$ cat src/rtl/pcie_tx_write_arbiter.sv
// pcie_tx_write_arbiter
//   Shares the single 128-byte write-request port of the PCIe TX packetizer
//   between N card-to-host DMA write channels. Grants are round robin, one
//   burst of BURST_WORDS 64-bit words per grant. The granted channel's address
//   is latched, its show-ahead data word is muxed to the packetizer, and the
//   packetizer's per-word ready pulses are steered back as pop strobes.
//
// Ports
//   clock, reset            system clock, synchronous active-high reset
//   ch_enable[N]            per-channel enable, only looked at during arbitration
//   ch_valid[N]             channel holds a full burst, word 0 on ch_data
//   ch_address[64*N]        per-channel burst host address
//   ch_data[64*N]           per-channel show-ahead data word
//   ch_data_ready[N]        combinational pop strobe to the granted channel
//   ch_done[N]              one-cycle pulse when the channel's burst completes
//   write_request_valid     request to packetizer, high until the first ready
//   write_request_address   latched address of the granted burst
//   write_request_data      ch_data of the granted channel (0 outside a burst)
//   write_request_ready     per-word ready pulse from the packetizer
//   underrun                sticky: a word was taken while ch_valid[grant] was low
//
// Optional build macro PCIE_TX_WRITE_ARB_STATS_EN adds stat_bursts[32*N], one
// wrapping completed-burst counter per channel.

module pcie_tx_write_arbiter #(
   parameter int unsigned N           = 4,
   parameter int unsigned BURST_WORDS = 16
) (
   input  logic              clock,
   input  logic              reset,
   input  logic [N-1:0]      ch_enable,
   input  logic [N-1:0]      ch_valid,
   input  logic [64*N-1:0]   ch_address,
   input  logic [64*N-1:0]   ch_data,
   output logic [N-1:0]      ch_data_ready,
   output logic [N-1:0]      ch_done,
   output logic              write_request_valid,
   output logic [63:0]       write_request_address,
   output logic [63:0]       write_request_data,
   input  logic              write_request_ready,
   output logic              underrun
`ifdef PCIE_TX_WRITE_ARB_STATS_EN
   ,
   output logic [32*N-1:0]   stat_bursts
`endif
);

   localparam int unsigned GW = (N > 1) ? $clog2(N) : 1;
   localparam int unsigned CW = $clog2(BURST_WORDS + 1);

   typedef enum logic [1:0] {StIdle, StBurst, StDone} state_e;

   state_e         state_q, state_d;
   logic [GW-1:0]  grant_q, grant_d;
   logic [GW-1:0]  last_grant_q, last_grant_d;
   logic [CW-1:0]  count_q, count_d;
   logic           valid_q, valid_d;
   logic [63:0]    addr_q, addr_d;
   logic           underrun_q, underrun_d;

   logic           found;
   logic [GW-1:0]  pick;
   logic [GW-1:0]  idx;

   // Round-robin search starting one past the previous grant.
   always_comb begin
      found = 1'b0;
      pick  = '0;
      idx   = '0;
      for (int k = 0; k < N; k++) begin
         idx = GW'((32'(last_grant_q) + 32'd1 + 32'(k)) % N);
         if (!found && ch_valid[idx] && ch_enable[idx]) begin
            found = 1'b1;
            pick  = idx;
         end
      end
   end

   always_comb begin
      state_d       = state_q;
      grant_d       = grant_q;
      last_grant_d  = last_grant_q;
      count_d       = count_q;
      valid_d       = valid_q;
      addr_d        = addr_q;
      underrun_d    = underrun_q;
      ch_data_ready = '0;
      ch_done       = '0;
      unique case (state_q)
         StIdle: begin
            if (found) begin
               grant_d = pick;
               addr_d  = ch_address[64*pick +: 64];
               valid_d = 1'b1;
               count_d = '0;
               state_d = StBurst;
            end
         end
         StBurst: begin
            if (write_request_ready) begin
               ch_data_ready[grant_q] = 1'b1;
               valid_d = 1'b0;
               count_d = count_q + CW'(1);
               // The burst runs to full length regardless, keeping the TLP intact.
               if (!ch_valid[grant_q]) underrun_d = 1'b1;
               if (count_q == CW'(BURST_WORDS - 1)) state_d = StDone;
            end
         end
         StDone: begin
            ch_done[grant_q] = 1'b1;
            last_grant_d     = grant_q;
            state_d          = StIdle;
         end
         default: state_d = StIdle;
      endcase
   end

   always_ff @(posedge clock) begin
      if (reset) begin
         state_q      <= StIdle;
         grant_q      <= '0;
         last_grant_q <= GW'(N - 1);
         count_q      <= '0;
         valid_q      <= 1'b0;
         addr_q       <= '0;
         underrun_q   <= 1'b0;
      end else begin
         state_q      <= state_d;
         grant_q      <= grant_d;
         last_grant_q <= last_grant_d;
         count_q      <= count_d;
         valid_q      <= valid_d;
         addr_q       <= addr_d;
         underrun_q   <= underrun_d;
      end
   end

   assign write_request_valid   = valid_q;
   assign write_request_address = addr_q;
   assign write_request_data    = (state_q == StBurst) ? ch_data[64*grant_q +: 64] : '0;
   assign underrun              = underrun_q;

`ifdef PCIE_TX_WRITE_ARB_STATS_EN
   logic [32*N-1:0] stat_q;

   always_ff @(posedge clock) begin
      if (reset) begin
         stat_q <= '0;
      end else begin
         for (int i = 0; i < N; i++) begin
            if (ch_done[i]) stat_q[32*i +: 32] <= stat_q[32*i +: 32] + 32'd1;
         end
      end
   end

   assign stat_bursts = stat_q;
`endif

endmodule
$ cat config.mk
export PLATFORM = sky130hd
export DESIGN_NAME = pcie_tx_write_arbiter
export DESIGN_NICKNAME = d
export VERILOG_FILES = /design/src/rtl/pcie_tx_write_arbiter.sv
export SDC_FILE = /design/constraint.sdc
export NUM_CORES = 1
export LEC_CHECK = 0
export ABC_AREA = 0
export CORE_AREA = 2 2 254 256
export CTS_CLUSTER_SIZE = 12
export DETAILED_ROUTE_END_ITERATION = 12
export DIE_AREA = 0 0 256 258
export PLACE_DENSITY = 0.35
export RECOVER_POWER = 100
export SYNTH_ARGS = -nofsm -noshare
export SYNTH_HDL_FRONTEND = slang
export SYNTH_SLANG_ARGS = --single-unit
$ cat constraint.sdc
create_clock -name clock -period 1.8 [get_ports clock]
set_input_delay 0.36 -clock clock [delete_from_list [all_inputs] [get_ports clock]]
set_output_delay 0.36 -clock clock [all_outputs]
set_load 0.01 [all_outputs]
Word-level counts from Yosys, hierarchy flattened. Cells that the tools add are included.

Flip-flop bits (word level): 77. Logic and storage cells: 86. Output and inout bits: 138.

Equal/unequal tests: 6. $add $sub $neg: 5. Bitwise operators: 1. Muxes and demuxes: 42. Reductions and logical operators: 17. Shift-type cells: 2. Order comparisons: 6.

Operator list (number): indexed part select 256 x 9 -> 64 bit (2); 2-to-1 mux 64 bit (1); binary-select mux 1 bit (select 2 bit) (9); 2-to-1 mux 1 bit (16); less-than comparator 2 x 3 -> 1 bit (second input constant) (5); 2-to-1 mux 2 bit (7); 2-to-1 mux 4 bit (3); 2-to-1 mux 5 bit (2); one-hot mux 5 bit (2 select lines) (1); AND reduction 3 bit (3); logical AND 1 bit (8); != test 2 bit (second input constant) (3); adder 5 x 1 -> 5 bit (second input constant) (1); == test 5 x 4 -> 1 bit (second input constant) (1); adder 2 x 1 -> 2 bit (second input constant) (2); adder 2 bit (second input constant) (2); one-hot mux 2 bit (2 select lines) (1); zero test 1 bit (3); demux 1 bit (select 2 bit) (1); == test 2 x 1 -> 1 bit (second input constant) (1); == test 2 bit (second input constant) (1); greater-or-equal comparator 2 x 1 -> 1 bit (second input constant) (1); zero test 2 bit (1); one-hot mux 1 bit (2 select lines) (1); 3 further kinds (3).

Logic depth before layout (Yosys ltp).
Depth after elaboration: 19. Depth in mapped cells: 7. Mapped depth without buffers: 6.

Worst setup path before layout. No wires, ideal clock.

Kind: reg-to-output. Start point: reg grant_q[0]. End point: out write_request_data[58]. Cell stages (with the launch flop): 5. Arrival time: 1.592 ns. Slack: -0.152 ns. Required time: 1.440 ns. Path buffers: 2. Cells stage by stage: dfxtp_1 > clkbuf_1 > clkbuf_1 > mux4_2 > and2_1.

Word-level cells in the longest chain between the ends: 2.

Ends and longest elaborated chain: start, declared (line 54) `logic [GW-1:0] grant_q, grant_d;`; start signal, assigned (line 129) `grant_q <= grant_d;`; indexed part select 256 x 9 -> 64 bit (line 140) `assign write_request_data = (state_q == StBurst) ? ch_data[64*grant_q +: 64] : '0;`; 2-to-1 mux 64 bit (line 140); end, declared (line 39) `output logic [63:0] write_request_data,`.

No other way between the ends.

Final worst setup path.
Start point: reg grant_q[0]. End point: out write_request_data[3].

Same word-level chain as after synthesis.

==> results.txt <==
----------------------------------------------------
[Place]
  Placed wire-length estimate ... 46000 µm
  Post-DP Area ... 0.0150 mm²
  Pre-CTS worst setup slack ... -0.908 ns
  RD Place Congestion ... 0.893
  Number of placed instances, taps included ... 2267
  Port Buffer Count ... 660

[Yosys]
  Post-synthesis cell count ... 760
  Fraction of the mapped netlist area in simple logic gates ... 23.8%
  Multiplexer share of the synthesized area ... 21.7%
  Share of synthesized flip-flops with an asynchronous set or reset ... 0%
  Warnings from Yosys ... 0
  Synthesized cell area ... 0.00683 mm²
  Nets in the synthesized netlist ... 1285
  Number of different library cells in the post-synthesis netlist ... 36
  Top cell type by total area after synthesis ... sky130_fd_sc_hd__dfxtp_1
  Count of flip-flops with a built-in enable after synthesis ... 0
  Most used DFF post-synth ... sky130_fd_sc_hd__dfxtp_1
  Dominant cells by area after synthesis ... sky130_fd_sc_hd__dfxtp_1 23%, sky130_fd_sc_hd__mux4_2 21%, sky130_fd_sc_hd__a211oi_1 13%
  Xor/xnor share of the synthesized area ... 0.128%
  Count of state elements after synthesis ... 77
  Dominant combinational cell family by area after synthesis ... compound AO/OA/AOI/OAI gates
  Syn avg cell area ... 8.99 µm²
  Area share of the leading cell type in the synthesized netlist ... 22.6%
  Register area share after synthesis ... 22.6%
  Adder and majority cell fraction of the synthesized area ... 0.366%
  Post-synthesis compound-gate area fraction ... 25.2%

[Clock tree]
  TritonCTS clock tree ... done
  Number of levels the H-tree was split into ... 3
  Clock latency on the worst-skew pair ... 0.39 ns
  TritonCTS buffer count ... 9
  CTS clk-pin slew, worst paths ... 0.07 ns
  Clock net sink count ... 77
  Clk buf depth ... 2
  Total of hold buffers inserted after clock tree synthesis ... 0
  Buffer type at the clock tree root ... sky130_fd_sc_hd__clkbuf_16

[Die]
  Total number of placement rows ... 93
  Floorplan die area ... 0.0660 mm²
  Die extent in y ... 258 µm
  Die Span X ... 256 µm
  Core box area ... 0.0636 mm²
  Io pins ... 661
  Initial Util ... 10.7%

[Detailed routing]
  DR pass1 iterations ... 4
  First DRT Iteration DRCs ... 459
  Final antenna-violating net count ... 0
  DRC Markers ... 0
  Post-detailed-route wirelength per cell ... 26.5 µm
  Post-detailed-route via-to-cell ratio ... 4.15
  Final wirelength ... 63200 µm
  Total via count in the routed design ... 9909

[STA]
  Smallest hold slack ... 0.452 ns
  Count of endpoints failing setup in the final report ... 141
  Achievable clock frequency ... 416 MHz
  Final worst path period share ... 134%
  Slew Viols, Final ... 0
  Max-Slew Margin vs Limit ... 69.8%
  Least-Margin Pin Slew ... 0.453 ns
  Worst-case clock skew ... 0.0127 ns
  Count of final hold-check violations ... 0
  Final worst slack ... -0.607 ns
  Time the final worst path needs with I/O delays and setup ... 2.41 ns
  Setup repair after global routing missed its margin ... yes

[Worst setup path]
  WS Path Type ... flop to output pin
  Critical R2R Launch ... last_grant_q[0]
  Startpoint of the most critical setup path ... grant_q[0]
  Crit start category ... flop
  CP Max Fanout ... 7
  Data arrival time of the worst path ... 2.05 ns
  Crit. End Element ... output pin
  Data required time at the worst endpoint ... 1.44 ns

[Run]
  Max-cap check violation count ... 0

[Outcome]
  Failing checks ... negative setup slack
  Run status ... complete, but fails checks

[Layout]
  Layout cell share with drive strength beyond 1 ... 33.6%
  Area of combinational cells with multiple inputs ... 0.00587 mm²
  Area added between synthesis and finish ... 165%
  Post-layout nets ... 2045
  Design area ... 0.0181 mm²
  Final cell count without fillers ... 2386
  Fill cells ... 6729
  Sequential cell area in the final layout ... 0.00156 mm²

[Global route]
  Grt ovf ... 0
  Number of global-route vias before repair ... 10600
  Maximum number of pins on one net before global-route repair ... 42
  GRT Overall Usage ... 18.0%
  Number of antenna violations at the first check in global routing ... 19
  Global-route wire length before repair ... 84200 µm

[Pwr]
  Standby leakage power ... 6.85 nW
  Worst voltage drop across the vdd grid ... 0.435 mV
  Overall power consumption ... 9.65 mW
  Power density relative to cell area ... 534 mW/mm²

[Worst hold path]
  Startpoint of the tightest hold check path ... write_request_address[62]
  Worst hold path class ... flop to flop

----------------------------------------------------
==> per-stage QoR <==
step           TNS (ns)  util [%]
6_report         -48.21      28.4
5_1_grt          -58.60      28.4
4_1_cts          -46.25      26.9
3_5_place_dp     -81.12      23.6
3_3_place_gp     -80.80      23.6
2_1_floorplan     -1.98         -
==> layout make-up <==
type                    count  area share [%]
diodes                      6          0.0831
clock buffers              11            1.34
clock inverters             5           0.464
inverters                   4          0.0831
multi-input cells         588            32.5
flip-flops and latches     77            8.61
well taps                 855            5.92
repair buffers            840            51.0
==> per-layer routing <==
metal  global-route usage [%]  up-vias  wire length (µm)
met5                        0        -                49
met4                     4.63        8              1590
met3                     5.77       71              4720
met2                     35.4      472             35000
met1                     18.0     4865             21800
li1                         -     4493                 -
==> cell usage after synthesis (3+ instances only) <==
| library cell | instances |
|---|---|
| sky130_fd_sc_hd__buf_4 | 5 |
| sky130_fd_sc_hd__and2_1 | 69 |
| sky130_fd_sc_hd__dfxtp_1 | 77 |
| sky130_fd_sc_hd__nor3_1 | 3 |
| sky130_fd_sc_hd__nor2_1 | 17 |
| sky130_fd_sc_hd__and3_1 | 118 |
| sky130_fd_sc_hd__a211oi_1 | 116 |
| sky130_fd_sc_hd__nand2_1 | 78 |
| sky130_fd_sc_hd__a211oi_2 | 13 |
| sky130_fd_sc_hd__o31ai_1 | 64 |
| sky130_fd_sc_hd__buf_2 | 23 |
| sky130_fd_sc_hd__nand3_1 | 3 |
| sky130_fd_sc_hd__inv_1 | 4 |
| sky130_fd_sc_hd__clkbuf_1 | 62 |
| sky130_fd_sc_hd__mux4_2 | 65 |
| sky130_fd_sc_hd__a21boi_0 | 13 |
| sky130_fd_sc_hd__a21oi_1 | 4 |
==> worst max-delay path: stages, from the launching register on <==
cell	delay, ns
sky130_fd_sc_hd__dfxtp_4	0.37
sky130_fd_sc_hd__buf_12	0.17
sky130_fd_sc_hd__buf_16	0.13
sky130_fd_sc_hd__buf_12	0.11
sky130_fd_sc_hd__mux4_2	0.55
sky130_fd_sc_hd__and2_4	0.17
sky130_fd_sc_hd__buf_6	0.12
==> flip-flops by register name (all words and copies together) (netlist names) <==
| register | cells |
|---|---|
| last_grant_q | 2 |
| write_request_address | 64 |
| count_q | 5 |
| grant_q | 2 |
| state_q | 2 |
| underrun | 1 |
| write_request_valid | 1 |
==> logic make-up after synthesis <==
| logic type | Yosys count |
|---|---|
| AOI/OAI and AO/OA | 219 |
| xor gates and xnor gates | 1 |
| adders and majority gates | 2 |
| buffers and inverters | 96 |
| DFF | 77 |
| muxes | 67 |
| and+or+nand+nor | 298 |
==> final timing paths <==
| path | to | slack, ns | depth (start not counted) |
|---|---|---|---|
| setup / recovery | write_request_data[3] | -0.61 | 6 |
| hold / removal | write_request_address[62] | 0.45 | 2 |
| setup reg to reg | write_request_address[51] | -0.26 | 9 |
| hold reg to reg | write_request_address[62] | 0.45 | 2 |
==> timing repair <==
item | 4_1_cts | 5_1_grt
endpoints found under the setup margin | 143 | 142
pin swaps | 57 | 124
gates cloned | 24 | 7
gates resized for setup | 434 | 145
setup buffers | 46 | 25
==> layout by cell type (no fill, tap or decap), drive strengths merged, types with 3 or more instances in the layout <==
| cell type | netlist | layout |
|---|---|---|
| a211oi | 129 | 129 |
| a21boi | 13 | 13 |
| a21oi | 4 | 4 |
| and2 | 69 | 69 |
| and3 | 118 | 118 |
| buf | 30 | 219 |
| bufbuf | 0 | 6 |
| clkbuf | 62 | 21 |
| clkdlybuf4s15 | 0 | 8 |
| clkdlybuf4s50 | 0 | 578 |
| dfxtp | 77 | 77 |
| diode | 0 | 6 |
| dlygate4sd2 | 0 | 19 |
| inv | 4 | 4 |
| mux4 | 65 | 65 |
| nand2 | 78 | 79 |
| nand3 | 3 | 3 |
| nor2 | 17 | 17 |
| nor3 | 3 | 3 |
| o31ai | 64 | 64 |
==> power by group <==
group	total (mW)	internal, mW	leakage, nW	switching, mW
registers	2.01	1.89	0.635	0.116
logic	5.47	3.30	6.06	2.16
clock network	2.17	1.26	0.152	0.917
Power figures use the tool's default switching activity.
